$ cat src/rtl/ram_ctrl_pkg.sv
// ---------------------------------------------------------------------------
// ram_ctrl_pkg
// Shared definitions for the single-port RAM controller:
//   - state_t       : controller states (CLEAR runs the init sweep, SERVE
//                     arbitrates client traffic)
//   - DEF_DATA_W    : default RAM word width
//   - DEF_ADDR_W    : default RAM address width
//   - DEF_CLEAR_VAL : default value written to every location after reset
// ---------------------------------------------------------------------------
package ram_ctrl_pkg;

    typedef enum logic {
        CLEAR = 1'b0,
        SERVE = 1'b1
    } state_t;

    localparam int         DEF_DATA_W    = 8;
    localparam int         DEF_ADDR_W    = 4;
    localparam logic [7:0] DEF_CLEAR_VAL = 8'h00;

endpackage

$ cat src/rtl/ram_sp_arbiter_rr_arb2.sv
// ---------------------------------------------------------------------------
// rr_arb2
// Two-requester round-robin arbiter with a one-hot, combinational grant.
//   clk, rst : clock and synchronous active-high reset
//   req      : request vector, bit n = requester n
//   advance  : strobe; the current grant completed a handshake
//   gnt      : one-hot grant (all zeros when nothing is requested)
// The priority pointer moves only on advance, so a requester that is stalled
// keeps its turn until it is actually served.
// ---------------------------------------------------------------------------
module rr_arb2 (
    input  logic       clk,
    input  logic       rst,
    input  logic [1:0] req,
    input  logic       advance,
    output logic [1:0] gnt
);

    // 0: requester 0 wins a tie, 1: requester 1 wins a tie
    logic ptr;

    always_comb begin
        // NOTE: every output gets a default before the case so no path
        // leaves it unassigned, which would infer a latch.
        gnt = 2'b00;
        case (req)
            2'b01:   gnt = 2'b01;
            2'b10:   gnt = 2'b10;
            2'b11:   gnt = ptr ? 2'b10 : 2'b01;
            default: gnt = 2'b00;
        endcase
    end

    always_ff @(posedge clk) begin
        // NOTE: registered state uses non-blocking assignments so every flop
        // samples its inputs from before the edge.
        if (rst) begin
            ptr <= 1'b0;
        end else if (advance) begin
            // Tie priority passes to whichever requester was not just served.
            ptr <= gnt[0];
        end
    end

endmodule

$ cat src/rtl/ram_sp_arbiter.sv
// ---------------------------------------------------------------------------
// ram_sp_arbiter
// Controller that owns the single port of a 2^ADDR_W x DATA_W RAM
// (synchronous write, asynchronous read). After reset it clears every
// location to CLEAR_VAL, then shares the port between two requesters with
// round-robin arbitration and valid/ready handshakes.
//   clk, rst               : clock, synchronous active-high reset
//   req_valid_n/ready_n    : request handshake, n = 0,1
//   req_we_n               : 1 = write, 0 = read
//   req_addr_n/req_wdata_n : request address and write data
//   rsp_valid_n/rsp_rdata_n: read response, valid for exactly one cycle
//   mem_addr/wdata/we      : RAM port driven by this block
//   mem_rdata              : RAM asynchronous read data
//   init_done              : clear sweep finished, high until next reset
// ---------------------------------------------------------------------------
module ram_sp_arbiter
    import ram_ctrl_pkg::*;
#(
    parameter int                DATA_W    = DEF_DATA_W,
    parameter int                ADDR_W    = DEF_ADDR_W,
    parameter logic [DATA_W-1:0] CLEAR_VAL = DATA_W'(DEF_CLEAR_VAL)
) (
    input  logic              clk,
    input  logic              rst,

    input  logic              req_valid_0,
    output logic              req_ready_0,
    input  logic              req_we_0,
    input  logic [ADDR_W-1:0] req_addr_0,
    input  logic [DATA_W-1:0] req_wdata_0,
    output logic              rsp_valid_0,
    output logic [DATA_W-1:0] rsp_rdata_0,

    input  logic              req_valid_1,
    output logic              req_ready_1,
    input  logic              req_we_1,
    input  logic [ADDR_W-1:0] req_addr_1,
    input  logic [DATA_W-1:0] req_wdata_1,
    output logic              rsp_valid_1,
    output logic [DATA_W-1:0] rsp_rdata_1,

    output logic [ADDR_W-1:0] mem_addr,
    output logic [DATA_W-1:0] mem_wdata,
    output logic              mem_we,
    input  logic [DATA_W-1:0] mem_rdata,

    output logic              init_done
);

    localparam int DEPTH = 1 << ADDR_W;

    state_t            state;
    // One bit wider than the address so the sweep end is unambiguous.
    logic [ADDR_W:0]   clr_cnt;

    logic              serve;
    logic [1:0]        req_vec;
    logic [1:0]        gnt;
    logic              hs_0;
    logic              hs_1;

    // Requests are only visible to the arbiter while serving and not in
    // reset, so ready and the pointer are both held off during those times.
    assign serve   = (state == SERVE) && !rst;
    assign req_vec = serve ? {req_valid_1, req_valid_0} : 2'b00;

    rr_arb2 u_arb (
        .clk     (clk),
        .rst     (rst),
        .req     (req_vec),
        .advance (hs_0 | hs_1),
        .gnt     (gnt)
    );

    // A grant is only issued to a valid requester, so ready alone marks the
    // handshake.
    assign req_ready_0 = gnt[0];
    assign req_ready_1 = gnt[1];
    assign hs_0        = req_valid_0 & req_ready_0;
    assign hs_1        = req_valid_1 & req_ready_1;

    // RAM port mux: clear sweep, granted request, or idle zeros.
    always_comb begin
        mem_we    = 1'b0;
        mem_addr  = '0;
        mem_wdata = '0;
        if (!rst) begin
            if (state == CLEAR) begin
                mem_we    = 1'b1;
                mem_addr  = clr_cnt[ADDR_W-1:0];
                mem_wdata = CLEAR_VAL;
            end else if (gnt[0]) begin
                mem_we    = req_we_0;
                mem_addr  = req_addr_0;
                mem_wdata = req_wdata_0;
            end else if (gnt[1]) begin
                mem_we    = req_we_1;
                mem_addr  = req_addr_1;
                mem_wdata = req_wdata_1;
            end
        end
    end

    always_ff @(posedge clk) begin
        if (rst) begin
            state       <= CLEAR;
            clr_cnt     <= '0;
            init_done   <= 1'b0;
            rsp_valid_0 <= 1'b0;
            rsp_valid_1 <= 1'b0;
            rsp_rdata_0 <= '0;
            rsp_rdata_1 <= '0;
        end else begin
            // Read data is captured from the asynchronous RAM output in the
            // accept cycle; the other requester's data register holds.
            rsp_valid_0 <= hs_0 & ~req_we_0;
            rsp_valid_1 <= hs_1 & ~req_we_1;
            if (hs_0 && !req_we_0) begin
                rsp_rdata_0 <= mem_rdata;
            end
            if (hs_1 && !req_we_1) begin
                rsp_rdata_1 <= mem_rdata;
            end

            case (state)
                CLEAR: begin
                    clr_cnt <= clr_cnt + 1'b1;
                    if (clr_cnt == (ADDR_W+1)'(DEPTH - 1)) begin
                        state     <= SERVE;
                        init_done <= 1'b1;
                    end
                end
                SERVE: begin
                    state <= SERVE;
                end
                default: begin
                    state <= CLEAR;
                end
            endcase
        end
    end

endmodule

$ cat config.mk
export PLATFORM = sky130hd
export DESIGN_NAME = ram_sp_arbiter
export DESIGN_NICKNAME = d
export VERILOG_FILES = /design/src/rtl/ram_ctrl_pkg.sv /design/src/rtl/ram_sp_arbiter_rr_arb2.sv /design/src/rtl/ram_sp_arbiter.sv
export SDC_FILE = /design/constraint.sdc
export NUM_CORES = 1
export LEC_CHECK = 0
export ABC_AREA = 1
export BUFFER_PORTS_ARGS = -buffer_cell sky130_fd_sc_hd__buf_2
export CAP_MARGIN = 20
export CELL_PAD_IN_SITES_DETAIL_PLACEMENT = 1
export CELL_PAD_IN_SITES_GLOBAL_PLACEMENT = 1
export CORE_MARGIN = 3
export CORE_UTILIZATION = 32
export CTS_CLUSTER_DIAMETER = 100
export CTS_CLUSTER_SIZE = 20
export DETAILED_ROUTE_END_ITERATION = 10
export PLACE_DENSITY_LB_ADDON = 0.15
export SYNTH_ARGS = -nofsm -noshare
export SYNTH_HDL_FRONTEND = slang
export SYNTH_SLANG_ARGS = --single-unit
$ cat constraint.sdc
create_clock -name clk -period 3.2 [get_ports clk]
set_clock_uncertainty 0.1 [all_clocks]
set_input_delay 0.16 -clock clk [delete_from_list [all_inputs] [get_ports clk]]
set_output_delay 0.16 -clock clk [all_outputs]
set_load 0.01 [all_outputs]
# After elaboration in Yosys (flattened, before gate mapping)

Cells that the tools add are included.

Bits in registers: 26
Output and inout bits: 34
Logic and storage cells: 45

$add $sub $neg: 1
Eq/ne operators: 4
Muxes and demuxes: 17
Bitwise operators: 8
Reduce and logical (&&, ||, !) cells: 7

Operator list:

| cell                                          | number |
|---|---|
| 2-to-1 mux 8 bit                              | 4 |
| 2-to-1 mux 4 bit                              | 4 |
| case mux 2 bit (3 select lines)               | 1 |
| adder 5 x 1 -> 5 bit, second input constant   | 1 |
| == test 5 x 4 -> 1 bit, second input constant | 1 |
| 2-to-1 mux 1 bit                              | 5 |
| AND 1 bit                                     | 4 |
| == test 2 bit, second input constant          | 2 |
| 2-to-1 mux 2 bit                              | 2 |
| logical AND 1 bit                             | 3 |
| logical NOT 1 bit                             | 3 |
| NOT 1 bit                                     | 3 |
| == test 2 x 1 -> 1 bit, second input constant | 1 |
| case mux 1 bit (2 select lines)               | 1 |
| AND reduction 2 bit                           | 1 |
| OR 1 bit                                      | 1 |

# Depth between registers and ports, before layout

Depth after elaboration: 9
Gate-level depth with buffers: 8
Gate-level depth less buffers: 7

# Hierarchy

Synthesis repeated with hierarchy kept, for this count alone.

Cells, all modules: 182
Area total of the unflattened synthesis: 1377.6 um^2

By module, submodules not included:

| module         | times used | cells each | area an instance (um^2) |
|---|---|---|---|
| ram_sp_arbiter | 1          | 171        | 1316.3 |
| rr_arb2        | 1          | 11         | 61.3 |

# Worst setup path after synthesis

Ideal clock, no wire load.

Path type: reg2out
Start point: register state
End point: output mem_addr[0]
Data arrival time: 1.032 ns
Required time: 2.940 ns
Path slack: 1.908 ns
Cell stages (with the launch flop): 8
Path buffers: 1
Cell sequence: dfxtp_1 -> buf_4 -> inv_2 -> nor2_1 -> nand4_1 -> nand3_1 -> nand2_1 -> inv_1

Word-level cells in the longest chain between the ends: 8
Elaborated cells on any way between the ends: 10
Those cells by class: eq/ne (3); mux (6); reduce/logical (1)

Ends and longest elaborated chain:

| element                                                 | RTL line                     | RTL |
|---|---|---|
| start, declared                                         | ram_sp_arbiter.sv:52         | `state_t state;` |
| start signal, assigned                                  | ram_sp_arbiter.sv:106        | `state <= CLEAR;` |
| start signal, assigned                                  | ram_sp_arbiter.sv:129        | `state <= SERVE;` |
| start signal, assigned                                  | ram_sp_arbiter.sv:134        | `state <= SERVE;` |
| logical AND 1 bit                                       | ram_sp_arbiter.sv:64         | `assign serve = (state == SERVE) && !rst;` |
| 2-to-1 mux 2 bit                                        | ram_sp_arbiter.sv:65         | `assign req_vec = serve ? {req_valid_1, req_valid_0} : 2'b00;` |
| == test 2 bit or == test 2 x 1 -> 1 bit (tied branches) | ram_sp_arbiter_rr_arb2.sv:26 | `case (req)` |
| case mux 2 bit (3 select lines)                         | ram_sp_arbiter_rr_arb2.sv:26 |  |
| 2-to-1 mux 4 bit                                        | ram_sp_arbiter.sv:96         | `end else if (gnt[1]) begin` |
| 2-to-1 mux 4 bit                                        | ram_sp_arbiter.sv:92         | `end else if (gnt[0]) begin` |
| 2-to-1 mux 4 bit *                                      | ram_sp_arbiter.sv:88         | `if (state == CLEAR) begin` |
| 2-to-1 mux 4 bit *                                      | ram_sp_arbiter.sv:87         | `if (!rst) begin` |
| end, declared                                           | ram_sp_arbiter.sv:42         | `output logic [ADDR_W-1:0] mem_addr,` |

Mark *: on every way between the ends. The rest lies on a longest branch, timed or not.

# Worst setup path after layout

Start point: register state
End point: output mem_addr[3]

Same word-level chain as after synthesis.

==> out/results.txt <==
Area contributors post-synth = dfxtp_1 38%, nand2_1 18%, nor2_1 10%, inv_1 5.8%, nand3b_1 4.4%
Tcrit/Tclk final = 65.8%
CP Class = flop to primary output
Min cycle time layout = 2.11 ns
Register-to-Register Path Depth = 5
Critical path endpoint category = primary output
Clock power frac = 41.4%
Hold_buf cts = 0
Syn Area/Cell = 6.78 um2
Synth top area share = 38.2%
RSZ-0062 raised after global routing = no
Reg-to-Reg End = rsp_rdata_1[4]
Yosys reg bits = 26
Die area = 0.00508 mm2
Global-route wire length before repair = 6510 um
Pre-CTS setup slack = 1.37 ns
Post-CTS setup buffer count = 0
Ratio of cells with drive above 1 in the final layout = 32.7%
Core region area = 0.00406 mm2
PortBufs = 71
# fillers = 569
Worst Hold End = rsp_rdata_0[5]
Layout area overhead = 31.8%
Final setup fails = 0
Pins over their slew limit = 0
Static Leakage = 1.02 nW
Final Hold Fails = 0
Max-cap violation count = 0
Layout Nets = 310
Cell internal pwr = 0.000521 W
Crit Path Max Fanout = 22
H-tree levels = 1
Root Driver = clkbuf_8
Syn. warnings = 0
Largest area contributor in the netlist = dfxtp_1
Die W = 71.3 um
Slew @ Worst Pin = 0.473 ns
Worst r2r src = state
Clock Latency Late Sink = 0.27 ns
Hold-critical path depth = 3
Commonest non-fill, non-tap cell in the layout = buf_2
# diodes = 0
Number of detailed-route iterations in the first pass = 4
Mapped cell area = 0.00136 mm2
Largest net degree at the start of global routing = 28
Total Routing Usage GR = 15.6%
Combinational group share of total power = 8.9%
Clock Path Buffers = 2
Final TNS setup = 0 ns
Most frequent cells in the layout = 71 x buf_2, 65 x nand2_1, 38 x nor2_1
I/O pin cnt = 72
Vias per std cell = 4.47
CP startpoint kind = flop
Switching Power = 0.000143 W
Data arrival time of the critical path = 1.85 ns
RD Place Congestion = 0.740
Outcome = finished clean
DRC Markers = 0
CTS tree = yes
Final HPWL DP = 3140 um
Final setup margin = 1.09 ns
Post-cts sizing count = 0
Initial DRC count = 22
Power per standard cell area = 370 mW/mm2
Routed Wire Length = 3890 um
WP data required = 2.94 ns
WL/cell = 12.2 um
Die Height = 71.3 um
Worst min path class = primary input to flop
Post-Synthesis Cells = 201
Routed Antenna Nets = 0
Maximum VDD drop = 0.000126 V
Initial antenna violation count = 0
Cell variety after synth = 24
Sw Share = 21.5%
Seq/Total Area, Yosys = 38.2%
R2R Setup Slk = 1.60 ns
Sequential share of power = 49.6%
Inserted Clock Buffers = 3
Row cnt = 23
Initial Util = 33.6%
Vias in the first global route = 1418
# clock sinks = 26
Congestion Overflow GR = 0
Clock Pin Slew Worst Setup and Hold Paths = 0.10 ns
Via count = 1425
Slew Limit Headroom = 68.4%
HP Start = mem_rdata[5]
Syn nets = 241
Max Clock Freq = 475 MHz
## layout make-up
class                   count  area [um2]  share of cell area [%]
clock buffers               3        41.3                    2.30
clock inverters             1        30.0                    1.67
inverters                  24        92.6                    5.16
multi-input cells         144         693                    38.6
flip-flops and latches     26         520                    29.0
well taps                  50        62.6                    3.48
repair buffers             71         355                    19.8
## state kept, by name (all words and copies together) (netlist names)
signal and count:
clr_cnt 5, rsp_rdata_1 8, rsp_valid_0 1, rsp_rdata_0 8, state 1, rsp_valid_1 1
init_done 1, u_arb.ptr 1
## power groups by stage
stage | sequential [W] | combinational [W] | clock [W]
2_1_floorplan | 0.000337 | 0.0000252 | 0
3_3_place_gp | 0.000337 | 0.0000609 | 0
3_5_place_dp | 0.000338 | 0.0000599 | 0
4_1_cts | 0.000330 | 0.0000603 | 0.000283
5_1_grt | 0.000331 | 0.0000674 | 0.000297
6_report | 0.000330 | 0.0000592 | 0.000275
## metal layers
layer,track usage (%),wire length (um),up-vias,share of wire [%]
li1,-,-,753,-
met1,20.9,1770,621,46
met2,25.2,1730,47,44
met3,3.79,352,4,9.0
met4,4.18,34,0,0.87
met5,0,0,-,0
## through the flow
step	std cells	total power (W)	cell area, um2	hold WS (ns)	util, %
2_1_floorplan	201	0.000362	1360	0.129	-
3_3_place_gp	315	0.000398	1720	0.318	42.5
3_5_place_dp	315	0.000397	1720	0.324	42.5
4_1_cts	319	0.000673	1800	0.0359	44.2
5_1_grt	319	0.000696	1800	0.0518	44.2
6_report	319	0.000664	1800	0.0383	44.2
## worst max-delay path: stages, from the launching register on
cell and delay, ns:
dfxtp_1 0.56, nand3_4 0.16, nor2_4 0.40, nand2_1 0.10, nand3_1 0.09, nand2_1 0.08, inv_1 0.06, buf_2 0.12
## how the worst max path moves through the flow
stage,start,end
floorplan,state,mem_addr[0]
global placement,rst,mem_addr[3]
detailed placement,rst,mem_addr[3]
CTS,state,mem_addr[3]
global route,state,mem_we
finish,state,mem_addr[3]
## cell usage after synthesis (all sizes together)
master	number
nand2	66
inv	24
or2	1
nor3	4
nor2	42
a31o	1
nand3b	8
o21ai	3
nand4	5
dfxtp	26
a21oi	5
buf	7
nand3	7
ha	2
## kinds of logic (layout without fill, tap and decap cells)
logic type               after synthesis  count (layout)  share of synthesized area (%)
AO/OA/AOI/OAI                          9               9                           3.58
adder cells (fa/ha/maj)                2               2                           1.84
buffers and inverters                 31              99                           10.9
flip-flops                            26              26                           38.2
AND/OR/NAND/NOR                      133             133                           45.5
No activity file was read; power rests on OpenSTA's default activity.
